## config.mk

```make
export PLATFORM = sky130hd
export DESIGN_NAME = ser_rx_deser
export DESIGN_NICKNAME = d
export VERILOG_FILES = /design/src/rtl/ser_rx_deser.sv
export SDC_FILE = /design/constraint.sdc
export NUM_CORES = 1
export LEC_CHECK = 0
export CAP_MARGIN = 20
export CORE_MARGIN = 4
export CORE_UTILIZATION = 48
export CTS_BUF_LIST = sky130_fd_sc_hd__clkbuf_16
export DETAILED_ROUTE_END_ITERATION = 16
export PLACE_DENSITY = 0.76
export SLEW_MARGIN = 10
export SYNTH_ARGS = -nofsm -noshare
export SYNTH_HDL_FRONTEND = slang
export SYNTH_SLANG_ARGS = --single-unit
```

## constraint.sdc

```tcl
create_clock -name clk -period 1.87 [get_ports clk]
set_input_delay 0.374 -clock clk [delete_from_list [all_inputs] [get_ports clk]]
set_output_delay 0.374 -clock clk [all_outputs]
set_load 0.1 [all_outputs]
```

## src/rtl/ser_rx_deser.sv

```systemverilog
// Serial-in/parallel-out receiver: frames WIDTH-bit words from a strobed bit stream
// using a start marker, either bit order, and a valid/ready output register.
module ser_rx_deser #(
    parameter int unsigned WIDTH = 4
) (
    input  logic             clk,
    input  logic             rst,
    input  logic             sin,
    input  logic             sin_valid,
    input  logic             frame_start,
    input  logic             dir,
    input  logic             clr_err,
    output logic [WIDTH-1:0] out,
    output logic             out_valid,
    input  logic             out_ready,
    output logic             busy,
    output logic             overrun,
    output logic             frame_err
);

    localparam int unsigned CW = $clog2(WIDTH + 1);

    typedef enum logic {
        IDLE  = 1'b0,
        SHIFT = 1'b1
    } state_e;

    state_e           state_q, state_d;
    logic [WIDTH-1:0] sr_q, sr_d;
    logic [WIDTH-1:0] out_q, out_d;
    logic [CW-1:0]    cnt_q, cnt_d;
    logic             dl_q, dl_d;
    logic             out_valid_q, out_valid_d;
    logic             overrun_q, overrun_d;
    logic             frame_err_q, frame_err_d;

    logic [WIDTH-1:0] base;
    logic [WIDTH-1:0] word;
    logic [CW-1:0]    cnt_new;
    logic             d_use;
    logic             accept;
    logic             complete;

    always_ff @(posedge clk or posedge rst) begin
        if (rst) begin
            state_q     <= IDLE;
            sr_q        <= '0;
            out_q       <= '0;
            cnt_q       <= '0;
            dl_q        <= 1'b0;
            out_valid_q <= 1'b0;
            overrun_q   <= 1'b0;
            frame_err_q <= 1'b0;
        end else begin
            state_q     <= state_d;
            sr_q        <= sr_d;
            out_q       <= out_d;
            cnt_q       <= cnt_d;
            dl_q        <= dl_d;
            out_valid_q <= out_valid_d;
            overrun_q   <= overrun_d;
            frame_err_q <= frame_err_d;
        end
    end

    // Next-state: bit acceptance, word completion and output handshake.
    always_comb begin
        state_d     = state_q;
        sr_d        = sr_q;
        out_d       = out_q;
        cnt_d       = cnt_q;
        dl_d        = dl_q;
        out_valid_d = out_valid_q;
        overrun_d   = overrun_q;
        frame_err_d = frame_err_q;
        base        = sr_q;
        d_use       = dl_q;
        cnt_new     = cnt_q;
        accept      = 1'b0;
        complete    = 1'b0;

        // Clear first so a same-edge set condition overrides it.
        if (clr_err) begin
            overrun_d   = 1'b0;
            frame_err_d = 1'b0;
        end

        if (sin_valid) begin
            if (frame_start) begin
                accept  = 1'b1;
                d_use   = dir;
                base    = '0;
                cnt_new = CW'(1);
                if (state_q == SHIFT) begin
                    frame_err_d = 1'b1;
                end
            end else if (state_q == SHIFT) begin
                accept  = 1'b1;
                cnt_new = cnt_q + CW'(1);
            end
        end

        word     = d_use ? {base[WIDTH-2:0], sin} : {sin, base[WIDTH-1:1]};
        complete = accept && (cnt_new == CW'(WIDTH));

        if (accept) begin
            sr_d    = word;
            dl_d    = d_use;
            cnt_d   = cnt_new;
            state_d = SHIFT;
        end

        if (complete) begin
            state_d = IDLE;
            cnt_d   = '0;
            if (!out_valid_q || out_ready) begin
                out_d       = word;
                out_valid_d = 1'b1;
            end else begin
                overrun_d = 1'b1;
            end
        end else if (out_valid_q && out_ready) begin
            out_valid_d = 1'b0;
        end
    end

    assign out       = out_q;
    assign out_valid = out_valid_q;
    assign busy      = (state_q == SHIFT);
    assign overrun   = overrun_q;
    assign frame_err = frame_err_q;

endmodule
```

---- After elaboration in Yosys (flattened, before gate mapping) ----
Cells that the tools add are included.
word-level totals
  input bits .............................. 8
  bits in registers ....................... 16
  word-level logic and storage cells ...... 44
cells by class
  add/sub/neg operators ................... 1
  muxes and demuxes ....................... 25
  equality and inequality tests ........... 2
  reduce and logical (&&, ||, !) cells .... 8
operators by type and width
  kind                                                             count
  1-bit two-way mux                                                17
  3-bit two-way mux                                                5
  4-bit two-way mux                                                3
  2-bit AND reduction                                              2
  2-bit nonzero test                                               2
  3-bit by 1-bit adder with 3-bit output, second input constant    1
  3-bit == test, second input constant                             1
  1-bit logical AND                                                2
  2-bit by 1-bit != test with 1-bit output, second input constant  1
  1-bit zero test                                                  1
  1-bit logical OR                                                 1

---- Longest topological paths before layout ----
Gate-level depths: netlist (run 1).
  depth after elaboration ................. 8
  gate-level depth with buffers ........... 5
  gate-level depth less buffers ........... 5

---- Least setup slack after synthesis (run 1) ----
Ideal clock, no wire load.
  path kind ............................... flip-flop to flip-flop
  start point ............................. reg state_q (netlist: busy)
  end point ............................... reg out_q[0] (netlist: out[0])
  data required time ...................... 1,742 ps
  buffers on the path ..................... 0
  slack ................................... -104 ps
  cell stages (with the launch flop) ...... 5
  arrival time ............................ 1,846 ps
  path through ............................ dfrtp_1 nand3b_2 o2bb2ai_2 nand3_2 mux2_1
between the ends
  word-level cells in the longest chain between the ends .. 6
ends and longest elaborated chain
  element                                   line  source
  start: declaration                        28    state_e state_q, state_d;
  start signal: assignment                  55    state_q <= state_d;
  3-bit two-way mux                         97    end else if (state_q == SHIFT) begin
  3-bit two-way mux                         89    if (frame_start) begin
  3-bit two-way mux                         88    if (sin_valid) begin
  3-bit == test                             104   complete = accept && (cnt_new == CW'(WIDTH));
  1-bit logical AND (*)                     104
  2-bit AND reduction (no source line) (*)  n/a
  end signal: assignment                    57    out_q <= out_d;
  end: declaration                          30    logic [WIDTH-1:0] out_q, out_d;
Every way passes the cells marked *; elsewhere a longest branch is shown, timed or not.
A chain may end at the register's enable or synchronous reset.

---- Final worst setup path (run 1) ----
  start point ............................. reg cnt_q[0]
  end point ............................... reg out_q[0] (netlist: out[0])
between the ends
  word-level cells in the longest chain between the ends .. 7
ends and longest elaborated chain
  element                                   line  source
  start: declaration                        31    logic [CW-1:0] cnt_q, cnt_d;
  start signal: assignment                  58    cnt_q <= cnt_d;
  3-bit by 1-bit adder with 3-bit output    99    cnt_new = cnt_q + CW'(1);
  3-bit two-way mux                         97
  3-bit two-way mux                         89
  3-bit two-way mux (*)                     88
  3-bit == test (*)                         104
  1-bit logical AND (*)                     104
  2-bit AND reduction (no source line) (*)  n/a
Marked as above.

==> qor.txt, run 1 <==
Lkg Pwr - 0.529 nW
r2r worst-path depth - 5
Yosys top cell area share - 0.519
Power Density - 1460 mW/mm²
synthesized flop and latch total - 16
Clk pwr share - 0.249
CP arrival - 1.87 ns
Ports - 16
reg2reg setup slack - 0.12 ns
HP Class - primary input to async pin
drt drc - 0
postcts setup bufs - 0
status - complete, no violations
Hold Fails Final Rpt - 0
Worst-Margin Slew - 0.599 ns
RR Endpoint - out[0]$_DFFE_PP0P_
Die Wd - 48.1 µm
number of global-route vias before repair - 617
Critical Path RT - 1.99 ns
Clock Skews - 0.00402 ns
maxcap violations - 0
Worst Slack Setup Final - 0.124 ns
CTS H-Tree Depth - 1
most frequent cells in the layout - 15 x dfrtp_1, 8 x buf_12, 7 x clkdlybuf4s50_1
DR pass1 iterations - 4
setup repair after global routing missed its margin - no
Placer Congestion - 0.764
Detailed Route WL - 1720 µm
gr ovfl total - 0
Final ANT Viol Nets - 0
Sw Share - 0.398
first-pass GRT wire length - 2790 µm
Inst Count DP - 102
Worst setup SP type - flip-flop
post-synthesis sequential area ratio - 0.519
fraction of layout cells with a size suffix above 1 - 0.300
wire length per cell - 16.2 µm
commonest non-fill, non-tap cell in the layout - dfrtp_1
P_int - 1.00 mW
clock sinks - 16
Max Transition Viols Final - 0
Crit Path Max Fanout - 4
final net count - 100
via/cell ratio - 5.48
cell count after synthesis - 67
Final Cycle Share - 0.934
area of the multi-input gates - 344 µm²
core area - 0.00151 mm²
Worst-Skew Late Latency - 0.25 ns
Clock Root Buffer - clkbuf_16
die area - 0.00231 mm²
clk buf depth - 2
initial antenna violation count - 0
final core occ - 0.756
fin crit period - 1.75 ns
reg2reg start - cnt_q[0]$_DFFE_PP0P_
combinational share of power - 0.442
Starting Density - 0.512
synth warn - 0
Critical Path Sink Type - flip-flop
CTS resizes - 0
synth top area cells - dfrtp_1 52%, mux2_1 7.3%, mux2_2 5.8%
Sequential Power Share - 0.309
syn_area_per_cell - 11.5 µm²
Crit. Startpoint - cnt_q[0]$_DFFE_PP0P_
largest net degree at the start of global routing - 17
Layout Cells excl Fill - 106
Place WS - -0.0512 ns
Peak VDD IR - 907 µV
fmax - 573 MHz
GRT Total Usage - 0.181
CTS Hold Buffers Added - 0
Setup CP Type - flip-flop to flip-flop
Rel. slew slack - 0.600
Mapped Area - 772 µm²
setup violators final - 0
diode count - 0
HPWL after detailed placement - 1240 µm
1st-iter DRT viols - 4
dominant cell type by area after synthesis - dfrtp_1
fillers - 109
switching pwr - 0.663 mW
P&R area growth vs syn - 47.5%
Vias - 581
die height - 48.1 µm
Syn Nets - 76
register area - 402 µm²
PortBufs - 15
Clock transition at path regs - 0.05 ns
CP Capture Point - out[0]$_DFFE_PP0P_
Cell Rows - 14
Num CTS Buffers - 3
Yosys cell types - 27
TritonCTS clock tree - yes
-- power groups by stage --
stage	Clock (mW)	Sequential (mW)	Combinational, mW
after floorplan	0	0.782	0.174
after global placement	0	0.512	0.717
after detailed placement	0	0.517	0.733
after CTS	0.420	0.515	0.739
after global routing	0.440	0.523	0.769
final	0.415	0.514	0.736
-- kinds of logic after synthesis --
logic type,count (synthesis),share of synthesized area
compound gates,12,0.117
xor+xnor,1,0.0113
fa+ha+maj,1,0.0162
buf+inv,7,0.0356
flops,16,0.519
mux,13,0.183
simple gates,17,0.118
-- worst min-delay path by stage --
stage,cells past startpoint,to
6_report,2,out[0]$_DFFE_PP0P_
5_1_grt,1,sr_q[0]$_DFFE_PP0P_
4_1_cts,2,cnt_q[2]$_DFFE_PP0P_
3_5_place_dp,2,cnt_q[2]$_DFFE_PP0P_
3_3_place_gp,2,cnt_q[2]$_DFFE_PP0P_
2_1_floorplan,1,cnt_q[0]$_DFFE_PP0P_
-- critical path, cell delays in order, from the launching register on --
cell and delay [ns]:
dfrtp_1 0.39, ha_1 0.31, or2b_1 0.24, o2bb2ai_2 0.20, nand3_2 0.15, mux2_1 0.34
-- area by class of cell --
class / count / area share
multi-input cells: 44 / 0.302
clock buffers: 3 / 0.0659
inverters: 5 / 0.0165
well taps: 16 / 0.0176
repair buffers: 21 / 0.242
flip-flops and latches: 16 / 0.353
clock inverters: 1 / 0.00330
-- per-stage QoR --
step                total power, mW  TNS (ns)  hold WS [ns]  instance area (µm²)
floorplan                     0.955         0         0.288                  773
global placement               1.23   -0.0846         0.482                 1060
detailed placement             1.25    -0.182         0.493                 1060
CTS                            1.67         0         0.505                 1140
global route                   1.73         0         0.534                 1140
finish                         1.67         0         0.494                 1140
-- cell usage after synthesis --
cell / count
ha_1: 1
o2bb2ai_2: 1
xnor2_1: 1
buf_2: 1
mux2_1: 5
and2_1: 1
nand2b_1: 1
o21ai_1: 2
inv_1: 5
o31ai_1: 1
o21a_1: 1
mux2i_1: 4
or2b_1: 1
o22ai_1: 2
nand3_1: 1
nor2_1: 4
o21ai_2: 1
nand2_1: 6
o22a_2: 1
nand3b_2: 1
clkbuf_1: 1
nand3b_1: 1
dfrtp_1: 16
o22a_1: 1
o21ai_0: 2
nand3_2: 1
mux2_2: 4
-- layer usage --
layer | up-vias | part of all wire | GRT usage
met2 | 13 | 0.50 | 0.282
met3 | 2 | 0.043 | 0.0369
met1 | 288 | 0.45 | 0.234
met4 | 0 | 0.0070 | 0.0968
met5 | - | 0 | 0
li1 | 278 | - | -
-- sequential cells by signal, indices dropped and copies added (netlist names) --
| signal | flops |
|---|---|
| out | 4 |
| sr_q | 4 |
| cnt_q | 3 |
| busy | 1 |
| dl_q | 1 |
| frame_err | 1 |
| out_valid | 1 |
| overrun | 1 |
No activity file was read; power rests on OpenSTA's default activity.
==> run 2, diff against run 1 <==
--- a/config.mk
+++ b/config.mk
@@ -10,7 +10,9 @@
 export CORE_UTILIZATION = 48
 export CTS_BUF_LIST = sky130_fd_sc_hd__clkbuf_16
 export DETAILED_ROUTE_END_ITERATION = 16
+export MAX_ROUTING_LAYER = met4
 export PLACE_DENSITY = 0.76
+export SKIP_CTS_REPAIR_TIMING = 1
 export SLEW_MARGIN = 10
 export SYNTH_ARGS = -nofsm -noshare
 export SYNTH_HDL_FRONTEND = slang
==> qor.txt, run 2 (same netlist as run 1, synthesis figures left out) <==
CP arrival - 1.87 ns (about the same)
Hold WS - 0.497 ns (+0.00292 ns)
die area - 0.00231 mm² (unchanged)
Inst Count DP - 102 (unchanged)
Worst-Margin Slew - 0.603 ns (+0.00409 ns)
HP Class - primary input to async pin
final core occ - 0.756 (unchanged)
Clock transition at path regs - 0.05 ns (about the same)
status - complete, no violations
setup TNS - 0 ns (unchanged)
Worst-Skew Late Latency - 0.24 ns (about the same)
Lkg Pwr - 0.529 nW (unchanged)
Cell Rows - 14 (unchanged)
clk buf depth - 2 (unchanged)
area post-placement - 0.00106 mm² (unchanged)
Setup CP Type - flip-flop to flip-flop
Final ANT Viol Nets - 0 (unchanged)
setup repair after global routing missed its margin - no
reg2reg setup slack - 0.12 ns (about the same)
Peak VDD IR - 906 µV (-0.11%)
Critical Path RT - 1.99 ns (about the same)
Final Cycle Share - 0.934 (about the same)
Max Transition Viols Final - 0 (unchanged)
initial antenna violation count - 0 (unchanged)
P&R area growth vs syn - 47.5% (unchanged)
Starting Density - 0.512 (unchanged)
clock sinks - 16 (unchanged)
1st-iter DRT viols - 4 (unchanged)
Design Area, Final - 0.00114 mm² (unchanged)
Ports - 16 (unchanged)
die height - 48.1 µm (unchanged)
GRT Total Usage - 0.186 (+0.00570)
fmax - 572 MHz (about the same)
setup violators final - 0 (unchanged)
Clock Root Buffer - clkbuf_16
number of global-route vias before repair - 617 (unchanged)
Worst setup SP type - flip-flop
Place WS - -0.0512 ns (unchanged)
Die Wd - 48.1 µm (unchanged)
HPWL after detailed placement - 1240 µm (unchanged)
most frequent cells in the layout - 15 x dfrtp_1, 8 x buf_12, 7 x clkdlybuf4s50_1
Vias - 575 (-1.0%)
fin crit period - 1.75 ns (+0.00148 ns)
maxcap violations - 0 (unchanged)
diode count - 0 (unchanged)
CP Capture Point - out[0]$_DFFE_PP0P_
core area - 0.00151 mm² (unchanged)
CTS H-Tree Depth - 1 (unchanged)
drt drc - 0 (unchanged)
Placer Congestion - 0.774 (+1.3%)
wire length per cell - 16.1 µm (-0.70%)
Num CTS Buffers - 3 (unchanged)
Power Density - 1460 mW/mm² (-0.20%)
Worst Slack Setup Final - 0.123 ns (-0.00148 ns)
Clock Skews - 0.00288 ns (-0.00114 ns)
Crit Path Max Fanout - 4 (unchanged)
reg2reg start - cnt_q[0]$_DFFE_PP0P_
commonest non-fill, non-tap cell in the layout - dfrtp_1
first-pass GRT wire length - 2790 µm (unchanged)
largest net degree at the start of global routing - 17 (unchanged)
r2r worst-path depth - 5 (unchanged)
gr ovfl total - 0 (unchanged)
fraction of layout cells with a size suffix above 1 - 0.300 (unchanged)
DR pass1 iterations - 3 (-1)
RR Endpoint - out[0]$_DFFE_PP0P_
final net count - 100 (unchanged)
Detailed Route WL - 1700 µm (-0.70%)
TritonCTS clock tree - yes
Crit. Startpoint - cnt_q[0]$_DFFE_PP0P_
Layout Cells excl Fill - 106 (unchanged)
Rel. slew slack - 0.597 (-0.00273)
via/cell ratio - 5.42 (-1.0%)
Hold Fails Final Rpt - 0 (unchanged)
PortBufs - 15 (unchanged)
Critical Path Sink Type - flip-flop
total power - 1.66 mW (-0.20%)
-- run 2: worst min path at each step --
stage / from / end / depth (start not counted)
floorplan: rst / cnt_q[0]$_DFFE_PP0P_ / 1
global placement: cnt_q[2]$_DFFE_PP0P_ / cnt_q[2]$_DFFE_PP0P_ / 2
detailed placement: cnt_q[2]$_DFFE_PP0P_ / cnt_q[2]$_DFFE_PP0P_ / 2
CTS: cnt_q[2]$_DFFE_PP0P_ / cnt_q[2]$_DFFE_PP0P_ / 2
global route: sr_q[0]$_DFFE_PP0P_ / sr_q[0]$_DFFE_PP0P_ / 1
finish: rst / out[0]$_DFFE_PP0P_ / 2
-- run 2: worst max-delay path, stage by stage (launching register included) --
cell       delay (ns)
dfrtp_1          0.39
ha_1             0.31
or2b_1           0.24
o2bb2ai_2        0.20
nand3_2          0.15
mux2_1           0.34
-- run 2: report_power, final --
group,internal (mW),leakage (nW),total [mW],switching [mW]
sequential,0.428,0.204,0.514,0.0861
combinational,0.291,0.286,0.735,0.444
clock,0.283,0.0385,0.413,0.130
total,1.00,0.529,1.66,0.659
-- run 2: area by class of cell --
cell class                      instances  area (µm²)
Clock buffer                            3        75.1
Clock inverter                          1        3.75
Fill cell                             109         368
Inverter                                5        18.8
Multi-Input combinational cell         44         344
Sequential cell                        16         402
Tap cell                               16        20.0
Timing Repair Buffer                   21         275
-- run 2: metal layers --
metal  global-route usage  vias up  wire length [µm]
met5                    -        -                 0
met4               0.0968        0                12
met3               0.0332        2                59
met2                0.282       13               852
met1                0.237      283               779
li1                     -      277                 -
